$ cat src/rtl/mac_dot_sequencer_if.sv
// Bundles the command, scratchpad-read and MAC connections of the dot-product sequencer.
// The sequencer takes the slave modport; the surrounding command/memory/MAC logic takes master.
interface mac_dot_sequencer_if #(
    parameter int ADDR_W = 8,
    parameter int LEN_W  = 8
);
    logic              io_start;
    logic [ADDR_W-1:0] io_base;
    logic [LEN_W-1:0]  io_len;
    logic [15:0]       io_init;
    logic              io_busy;
    logic              io_rd_en;
    logic [ADDR_W-1:0] io_rd_addr;
    logic [15:0]       io_rd_a;
    logic [15:0]       io_rd_b;
    logic [15:0]       io_mac_a;
    logic [15:0]       io_mac_b;
    logic [15:0]       io_mac_c;
    logic [15:0]       io_mac_out;
    logic              io_done;
    logic [15:0]       io_result;

    modport master (
        output io_start, io_base, io_len, io_init,
        output io_rd_a, io_rd_b, io_mac_out,
        input  io_busy, io_rd_en, io_rd_addr,
        input  io_mac_a, io_mac_b, io_mac_c,
        input  io_done, io_result
    );

    modport slave (
        input  io_start, io_base, io_len, io_init,
        input  io_rd_a, io_rd_b, io_mac_out,
        output io_busy, io_rd_en, io_rd_addr,
        output io_mac_a, io_mac_b, io_mac_c,
        output io_done, io_result
    );
endinterface

$ cat src/rtl/mac_dot_sequencer.sv
// Streams two operand vectors from a synchronous-read scratchpad through an external
// combinational MAC, feeding the MAC output back as the addend, and returns the sum.
module mac_dot_sequencer #(
    parameter int ADDR_W = 8,
    parameter int LEN_W  = 8
) (
    input  logic                 clock,
    input  logic                 reset,
    mac_dot_sequencer_if.slave   bus
);

    localparam logic [1:0] ST_IDLE  = 2'd0;
    localparam logic [1:0] ST_RUN   = 2'd1;
    localparam logic [1:0] ST_DRAIN = 2'd2;
    localparam logic [1:0] ST_DONE  = 2'd3;

    logic [1:0]        state_reg;
    logic [1:0]        state_next;
    logic [ADDR_W-1:0] base_reg;
    logic [LEN_W-1:0]  len_reg;
    logic [LEN_W-1:0]  k_reg;
    logic [15:0]       acc_reg;
    logic [15:0]       acc_next;
    logic [15:0]       result_reg;
    logic              valid_reg;
    logic              last_issue;
    logic              rd_en;

    assign rd_en      = (state_reg == ST_RUN);
    assign last_issue = (k_reg == (len_reg - LEN_W'(1)));

    // The MAC output only becomes the new accumulator while read data is valid.
    assign acc_next = valid_reg ? bus.io_mac_out : acc_reg;

    always_comb begin
        state_next = state_reg;
        case (state_reg)
            ST_IDLE: begin
                if (bus.io_start) begin
                    state_next = (bus.io_len == '0) ? ST_DONE : ST_RUN;
                end
            end
            ST_RUN: begin
                if (last_issue) begin
                    state_next = ST_DRAIN;
                end
            end
            ST_DRAIN: state_next = ST_DONE;
            default:  state_next = ST_IDLE;
        endcase
    end

    always_ff @(posedge clock or posedge reset) begin
        if (reset) begin
            state_reg  <= ST_IDLE;
            base_reg   <= '0;
            len_reg    <= '0;
            k_reg      <= '0;
            acc_reg    <= '0;
            result_reg <= '0;
            valid_reg  <= 1'b0;
        end else begin
            state_reg <= state_next;
            valid_reg <= rd_en;
            case (state_reg)
                ST_IDLE: begin
                    if (bus.io_start) begin
                        base_reg <= bus.io_base;
                        len_reg  <= bus.io_len;
                        k_reg    <= '0;
                        acc_reg  <= bus.io_init;
                        // Zero-length runs go straight to DONE with the initial value.
                        if (bus.io_len == '0) begin
                            result_reg <= bus.io_init;
                        end
                    end
                end
                ST_RUN: begin
                    k_reg   <= k_reg + LEN_W'(1);
                    acc_reg <= acc_next;
                end
                ST_DRAIN: begin
                    acc_reg    <= acc_next;
                    result_reg <= acc_next;
                end
                default: ;
            endcase
        end
    end

    // Operands are forced to zero whenever no read data is in flight.
    generate
        for (genvar gi = 0; gi < 16; gi++) begin : g_operand_gate
            assign bus.io_mac_a[gi] = bus.io_rd_a[gi] & valid_reg;
            assign bus.io_mac_b[gi] = bus.io_rd_b[gi] & valid_reg;
        end
    endgenerate

    assign bus.io_mac_c   = acc_reg;
    assign bus.io_busy    = (state_reg != ST_IDLE);
    assign bus.io_rd_en   = rd_en;
    assign bus.io_rd_addr = rd_en ? (base_reg + ADDR_W'(k_reg)) : '0;
    assign bus.io_done    = (state_reg == ST_DONE);
    assign bus.io_result  = result_reg;

endmodule

$ cat src/flat_wrapper.sv
// flat-port wrapper written by rule: the top's interface ports become plain ports
module mac_dot_sequencer_flat 
#(
    parameter int ADDR_W = 8,
    parameter int LEN_W  = 8
)
  (clock, reset, bus_io_start, bus_io_base, bus_io_len, bus_io_init, bus_io_rd_a, bus_io_rd_b, bus_io_mac_out, bus_io_busy, bus_io_rd_en, bus_io_rd_addr, bus_io_mac_a, bus_io_mac_b, bus_io_mac_c, bus_io_done, bus_io_result);
  mac_dot_sequencer_if #(.ADDR_W(ADDR_W), .LEN_W(LEN_W)) bus_i ();
  input  logic clock;
  input  logic reset;
  input wire logic [$bits(bus_i.io_start)-1:0] bus_io_start;
  input wire logic [$bits(bus_i.io_base)-1:0] bus_io_base;
  input wire logic [$bits(bus_i.io_len)-1:0] bus_io_len;
  input wire logic [$bits(bus_i.io_init)-1:0] bus_io_init;
  input wire logic [$bits(bus_i.io_rd_a)-1:0] bus_io_rd_a;
  input wire logic [$bits(bus_i.io_rd_b)-1:0] bus_io_rd_b;
  input wire logic [$bits(bus_i.io_mac_out)-1:0] bus_io_mac_out;
  output wire logic [$bits(bus_i.io_busy)-1:0] bus_io_busy;
  output wire logic [$bits(bus_i.io_rd_en)-1:0] bus_io_rd_en;
  output wire logic [$bits(bus_i.io_rd_addr)-1:0] bus_io_rd_addr;
  output wire logic [$bits(bus_i.io_mac_a)-1:0] bus_io_mac_a;
  output wire logic [$bits(bus_i.io_mac_b)-1:0] bus_io_mac_b;
  output wire logic [$bits(bus_i.io_mac_c)-1:0] bus_io_mac_c;
  output wire logic [$bits(bus_i.io_done)-1:0] bus_io_done;
  output wire logic [$bits(bus_i.io_result)-1:0] bus_io_result;
  assign bus_i.io_start = bus_io_start;
  assign bus_i.io_base = bus_io_base;
  assign bus_i.io_len = bus_io_len;
  assign bus_i.io_init = bus_io_init;
  assign bus_i.io_rd_a = bus_io_rd_a;
  assign bus_i.io_rd_b = bus_io_rd_b;
  assign bus_i.io_mac_out = bus_io_mac_out;
  assign bus_io_busy = bus_i.io_busy;
  assign bus_io_rd_en = bus_i.io_rd_en;
  assign bus_io_rd_addr = bus_i.io_rd_addr;
  assign bus_io_mac_a = bus_i.io_mac_a;
  assign bus_io_mac_b = bus_i.io_mac_b;
  assign bus_io_mac_c = bus_i.io_mac_c;
  assign bus_io_done = bus_i.io_done;
  assign bus_io_result = bus_i.io_result;
  mac_dot_sequencer #(.ADDR_W(ADDR_W), .LEN_W(LEN_W)) u_core (.clock(clock), .reset(reset), .bus(bus_i));
endmodule
$ cat config.mk
export PLATFORM = sky130hd
export DESIGN_NAME = mac_dot_sequencer_flat
export DESIGN_NICKNAME = d
export VERILOG_FILES = /design/src/rtl/mac_dot_sequencer_if.sv /design/src/rtl/mac_dot_sequencer.sv /design/src/flat_wrapper.sv
export SDC_FILE = /design/constraint.sdc
export NUM_CORES = 1
export LEC_CHECK = 0
export BUFFER_PORTS_ARGS = -buffer_cell sky130_fd_sc_hd__buf_2
export CAP_MARGIN = 20
export CORE_MARGIN = 1
export CORE_UTILIZATION = 52
export DETAILED_ROUTE_END_ITERATION = 7
export GPL_ROUTABILITY_DRIVEN = 0
export PLACE_DENSITY_LB_ADDON = 0.12
export SETUP_SLACK_MARGIN = 0.1
export SLEW_MARGIN = 40
export SYNTH_ARGS = -nofsm -noshare
export SYNTH_HDL_FRONTEND = slang
export SYNTH_SLANG_ARGS = --single-unit
$ cat constraint.sdc
create_clock -name clock -period 3.8 [get_ports clock]
set_input_delay 0.38 -clock clock [delete_from_list [all_inputs] [get_ports clock]]
set_output_delay 0.38 -clock clock [all_outputs]
set_load 0.02 [all_outputs]
==> results of run 1 <==
power groups by stage:
stage | registers [mW] | clock network (mW) | logic [mW]
finish | 1.19 | 0.496 | 2.46
global route | 1.23 | 0.536 | 2.74
CTS | 1.19 | 0.506 | 2.49
detailed placement | 1.19 | 0 | 2.47
global placement | 1.18 | 0 | 2.40
floorplan | 1.35 | 0 | 1.59
layout by cell type (no fill, tap or decap), types with 4 or more instances in the layout:
| cell type | count |
|---|---|
| a21oi_1 | 9 |
| xor2_1 | 12 |
| o21ai_0 | 68 |
| xnor2_1 | 5 |
| and2_1 | 34 |
| nor3_1 | 5 |
| nor2_1 | 13 |
| dfrtp_1 | 59 |
| mux2_2 | 16 |
| ha_1 | 13 |
| clkbuf_8 | 11 |
| mux2i_1 | 18 |
| inv_1 | 8 |
| nand2_1 | 76 |
| buf_4 | 5 |
| buf_2 | 157 |
| and3_1 | 4 |
metal layers:
| layer | global-route usage [%] | vias to the layer above |
|---|---|---|
| li1 | - | 1699 |
| met1 | 33.0 | 1520 |
| met2 | 44.1 | 115 |
| met3 | 5.35 | 10 |
| met4 | 9.24 | 0 |
| met5 | 0 | - |
worst min-delay path by stage:
stage	start	endpoint	slack, ps
2_1_floorplan	u_core.base_reg[0]	u_core.base_reg[0]	480
3_3_place_gp	u_core.bus.io_result[11]	u_core.bus.io_result[11]	460
3_5_place_dp	u_core.bus.io_result[14]	u_core.bus.io_result[14]	470
4_1_cts	reset	u_core.bus.io_result[9]	150
5_1_grt	reset	u_core.bus.io_mac_c[7]	190
6_report	reset	u_core.len_reg[2]	130
final cells by class:
class                           count  area, um^2  area share [%]
Clock buffer                       11         151            3.28
Tap cell                           77        96.3            2.09
Antenna cell                        1        2.50          0.0542
Inverter                            9        33.8           0.731
Multi-Input combinational cell    315        2010            43.5
Sequential cell                    59        1480            32.0
Timing Repair Buffer              163         835            18.1
Clock inverter                      3        15.0           0.325
stage by stage:
step                      total power, mW  instances
after global routing                 4.50        638
after CTS                            4.18        637
after global placement               3.58        622
after detailed placement             3.66        623
final                                4.15        638
after floorplan                      2.94        403
cells by family after synthesis:
kind of cell / synth area share, %
and+or+nand+nor: 20.8
AOI/OAI and AO/OA: 15.4
DFF: 41.1
muxes: 10.0
buffers and inverters: 3.10
xor gates and xnor gates: 4.15
adders and majority gates: 5.44
worst register-to-register path, stage by stage (launching register included):
cell	delay, ps
dfrtp_1	430
inv_1	130
ha_1	280
nand2_1	500
o21ai_1	340
nand4_1	240
or3_1	400
a21oi_1	150
==> metrics.txt, run 1 <==
P per Cell Area=between 800 and 900 nW/um^2; Final Hold Fails=0; DR WL/cell=~14 um; yosys synthesis warning count=0; RR Startpoint=u_core.state_reg[0]; hpwl dp=6.94 mm; CP endpoint kind=output port; worst-skew pair later-pin latency=around 330 ps; CTS Sinks=59; syn avg cell area=around 9 um^2; Synth area leaders=dfrtp_1 (41%), o21ai_0 (9.5%), nand2_1 (7.9%); CP top delay family=compound AO/OA/AOI/OAI gates; post-route ant nets=0; TritonCTS clock tree=done; pre-CTS WS=1260 ps; synth unique cells=44; nets@finish=655; Stages on worst setup path=8; clock skew=11.3 ps; sequential share of the synthesized area=41.1%; Net Sw Power=1.99 mW; Area Overhead vs Synth=28.7%; GRT Total Usage=26.0%; Chip Width=85.1 um; filler cell count in the final layout=540; Final Setup Violations=0; CORE AREA=roughly 6500 um^2; Setup CP Type=flop to output port; minimum clock period=2850 ps; placed cell area=4450 um^2; Max Freq=0.351 GHz; Post-CTS Repair Setup Buffers=0; max-slew violation count=0; DR WL met2=4.50 mm; EDFF count, synth=0; CP max FO=6; asr flop ratio synth=100%; clk root buf=clkbuf_8; switching share of power=48.0%; ys flop type=dfrtp_1; Initial DRT Pass Iterations=4; P_int=around 2.2 mW; Synth Net Count=501; layout cells sized above 1=36.4%; Crit. Startpoint=u_core.k_reg[0]; Reg clk slew, reported paths=70 ps; setup ws final=953 ps; top layer used by detailed routing=met4; Slew headroom=about half; io pins=158; Worst EP arrival=2470 ps; Via density=5.24; top cell type by total area after synthesis=dfrtp_1; leakage dissipation=2.38 nW; register share of total power=between 20 and 30%; Yosys reg bits=59; Clk pwr share=approximately an eighth; IO Port Bufs=approximately 160; count leader, synth=nand2_1; maximum vdd drop=0.542 mV; number of global-route vias before repair=2992; Synth top area share=about two fifths; fin util=71.1%; outcome=complete, no violations; Mapped Cells=403; total CTS buffers=9; DIE HEIGHT=85.1 um; starting density of the core=55.3%; max-cap check violation count=0; cells on worst reg2reg path=7; most instantiated cells after synthesis=nand2_1 (76), o21ai_0 (68), dfrtp_1 (59); routed length on met3=between 500 and 600 um; worst path cell trace=ha_1 > fa_1 > a21o_1 > a21oi_1 > o21ai_0 > a21oi_1 > mux2i_1 > buf_2; Final TNS setup=0 ps; combinational fraction of design power=59.4%; largest net degree at the start of global routing=49; post-route design area=~4600 um^2; class of the worst hold path=input port to async pin; gr ovfl total=0; Post-CTS Hold Buffers=0; # DRC=0; Post-Syn Area=3590 um^2; Detailed Route Iter0 Violations=156; RSZ-0062 raised after global routing=false; DIE AREA=7240 um^2; largest buffer count on any clock path=2; worst hold slack=roughly 130 ps; post-cts sizing count=0; R2R Path End=u_core.k_reg[7]; via count=around 3.3k; CP Launch Type=flop; actual slew at the worst max-slew pin=772 ps; crit share post-route=about three quarters; slowest cell on the critical path=dfrtp_1; WL final=just over 9 mm; first-pass GRT wire length=between 10 and 15 mm; initial antenna violation count=1; CP peak stage delay=450 ps; htree depth=3; most frequent CP cell=a21oi_1; row count=29; Metal-1 WL=between 3 and 4 mm; flop2flop setup slack=1250 ps; Critical Path End=bus_io_rd_addr[6]; CP required=around 3400 ps; crit path buf inv count=1
(Power assumes the default switching activity.)
==> run 2: changes to the inputs <==
--- a/config.mk
+++ b/config.mk
@@ -8,7 +8,7 @@
 export BUFFER_PORTS_ARGS = -buffer_cell sky130_fd_sc_hd__buf_2
 export CAP_MARGIN = 20
 export CORE_MARGIN = 1
-export CORE_UTILIZATION = 52
+export CORE_UTILIZATION = 48
 export DETAILED_ROUTE_END_ITERATION = 7
 export GPL_ROUTABILITY_DRIVEN = 0
 export PLACE_DENSITY_LB_ADDON = 0.12
==> constraint.sdc (replaced) <==
create_clock -name clock -period 3 [get_ports clock]
set_input_delay 0.3 -clock clock [delete_from_list [all_inputs] [get_ports clock]]
set_output_delay 0.3 -clock clock [all_outputs]
set_load 0.02 [all_outputs]
==> run 2 against run 1 <==
Against the previous run:
- total power grew 36%
- clock skew shrank 5.2 ps
- core utilization down 5.3 points
- final cell count is 4.2% higher
- critical path type unchanged
- count of clock-buffer cells in the layout is 1 higher
- routed wire length grew 7.3%
- cell area up 3.4%
- die area is 8.1% higher
==> metrics.txt, run 2 (synthesized netlist as in run 1, its figures left out) <==
gr ovfl total=0 (unchanged); TritonCTS clock tree=done (unchanged); largest net degree at the start of global routing=43 (was 49); class of the worst hold path=input port to flop (was input port to async pin); CP top delay family=compound AO/OA/AOI/OAI gates (unchanged); post-route design area=4780 um^2 (was 4620 um^2); R2R Path End=u_core.state_reg[1] (was u_core.k_reg[7]); nets@finish=659 (was 655); outcome=complete, no violations (unchanged); most common cell after layout, fill and taps aside=buf_2 (unchanged); hpwl dp=7.37 mm (was 6.94 mm); CP endpoint kind=output port (unchanged); leakage dissipation=2.44 nW (was 2.38 nW); RSZ-0062 raised after global routing=false (unchanged); filler cell count in the final layout=644 (was 540); # DRC=0 (unchanged); total CTS buffers=9 (unchanged); CP Launch Type=flop (unchanged); commonest non-fill, non-tap cells in the layout=buf_2 (156), nand2_1 (76), o21ai_0 (68) (was buf_2 (157), nand2_1 (76), o21ai_0 (68)); io pins=158 (unchanged); RR Startpoint=u_core.state_reg[0] (unchanged); Final TNS setup=0 ps (unchanged); IO Port Bufs=157 (unchanged); CP peak stage delay=450 ps (about the same); clock skew=6.07 ps (was 11.3 ps); Stages on worst setup path=8 (unchanged); Reg clk slew, reported paths=60 ps (was 70 ps); minimum clock period=between 2000 and 3000 ps; WL final=9.79 mm (was 9.13 mm); Crit. Startpoint=u_core.k_reg[0] (unchanged); largest buffer count on any clock path=2 (unchanged); Worst Hold Path Cells=2; Chip Width=88.5 um (was 85.1 um); Final Instance Count excl. Fillers=665 (was 638); starting density of the core=49.5% (was 55.3%); CTS Sinks=59 (unchanged); Initial DRT Pass Iterations=5 (was 4); crit share post-route=between 90% and 100%; maximum vdd drop=0.615 mV (was 0.542 mV); CORE AREA=7250 um^2 (was 6490 um^2); Final Hold Fails=0 (unchanged); register share of total power=27.2% (was 28.7%); max-cap check violation count=0 (unchanged); Post-CTS Repair Setup Buffers=0 (unchanged); slowest cell on the critical path=dfrtp_2 (was dfrtp_1); Detailed Route Iter0 Violations=174 (was 156); first-pass GRT wire length=14.8 mm (was 14.5 mm); diode count=0 (was 1); placed cell area=4500 um^2 (was 4450 um^2); Area Overhead vs Synth=33.0% (was 28.7%); crit path buf inv count=1 (unchanged); Clk pwr share=16.6% (was 12.0%); Critical Path End=bus_io_rd_addr[6] (unchanged); number of global-route vias before repair=3046 (was 2992); Slew headroom=66.7% (was 48.4%); DIE AREA=7830 um^2 (was 7240 um^2); worst-skew pair later-pin latency=340 ps (was 330 ps); CP max FO=6 (unchanged); max-slew violation count=0 (unchanged); flop2flop setup slack=900 ps (was 1250 ps); clk root buf=clkbuf_8 (unchanged); via count=3438 (was 3344); initial antenna violation count=0 (was 1); combinational fraction of design power=56.2% (was 59.4%); cells on worst reg2reg path=7 (unchanged); worst path cell trace=ha_1 > fa_2 > a21o_1 > a21oi_2 > o21ai_0 > a21oi_1 > mux2i_1 > buf_4 (was ha_1 > fa_1 > a21o_1 > a21oi_1 > o21ai_0 > a21oi_1 > mux2i_1 > buf_2); Total Power=5.63 mW (was 4.15 mW); Hold Path Origin=bus_io_base[7]; actual slew at the worst max-slew pin=499 ps (was 772 ps); switching share of power=46.3% (was 48.0%); post-route ant nets=0 (unchanged); Final Setup Violations=0 (unchanged); row count=31 (was 29); DR WL/cell=14.7 um (was 14.3 um); Net Sw Power=2.60 mW (was 1.99 mW); layout cells sized above 1=37.3% (was 36.4%); htree depth=3 (unchanged); Worst EP arrival=2450 ps (was 2470 ps); DIE HEIGHT=88.5 um (was 85.1 um); GRT Total Usage=25.4% (was 26.0%); P per Cell Area=1180 nW/um^2 (was 897 nW/um^2); Setup CP Type=flop to output port (unchanged); Max Freq=0.364 GHz; Via density=5.17 (was 5.24); P_int=3.02 mW (was 2.15 mW); placed cell count=648 (was 623); CP required=2700 ps (was 3420 ps)
==> run 2: metrics by stage <==
step	hold WS, ps	util [%]	setup slack, ps
4_1_cts	185	65.7	129
3_5_place_dp	361	62.0	501
3_3_place_gp	357	62.0	580
5_1_grt	184	65.8	113
6_report	196	65.8	251
2_1_floorplan	451	-	616
==> run 2: power groups by stage <==
| stage | Clock (mW) | Sequential, mW | Combinational (mW) |
|---|---|---|---|
| after floorplan | 0 | 1.71 | 2.01 |
| after global placement | 0 | 1.51 | 3.08 |
| after detailed placement | 0 | 1.54 | 3.14 |
| after CTS | 0.946 | 1.53 | 3.16 |
| after global routing | 0.981 | 1.59 | 3.52 |
| final | 0.933 | 1.53 | 3.16 |
==> run 2: final cells by class <==
cell class	count	area, um^2	area share [%]
inverter	9	33.8	0.707
timing repair buffer	167	866	18.1
sequential	59	1480	30.9
clock inverter	4	95.1	1.99
clock buffer	12	165	3.46
multi-input combinational	315	2010	42.2
tap	99	124	2.59
==> run 2: worst min-delay path by stage <==
stage and endpoint:
2_1_floorplan u_core.base_reg[0], 3_3_place_gp u_core.bus.io_result[4], 3_5_place_dp u_core.bus.io_result[4], 4_1_cts u_core.base_reg[6], 5_1_grt u_core.base_reg[7], 6_report u_core.base_reg[7]
==> run 2: repair_timing <==
item	in CTS	in global routing
gates resized for setup	0	4
setup endpoints to repair	0	1
hold buffers	1	0
hold endpoints to repair	4	0
==> run 2: metal layers <==
layer | global-route usage, % | part of all wire [%] | vias to the layer above
li1 | - | - | 1702
met1 | 35.1 | 46 | 1602
met2 | 40.6 | 47 | 124
met3 | 4.57 | 6.0 | 10
met4 | 8.50 | 1.1 | 0
met5 | 0 | 0 | -
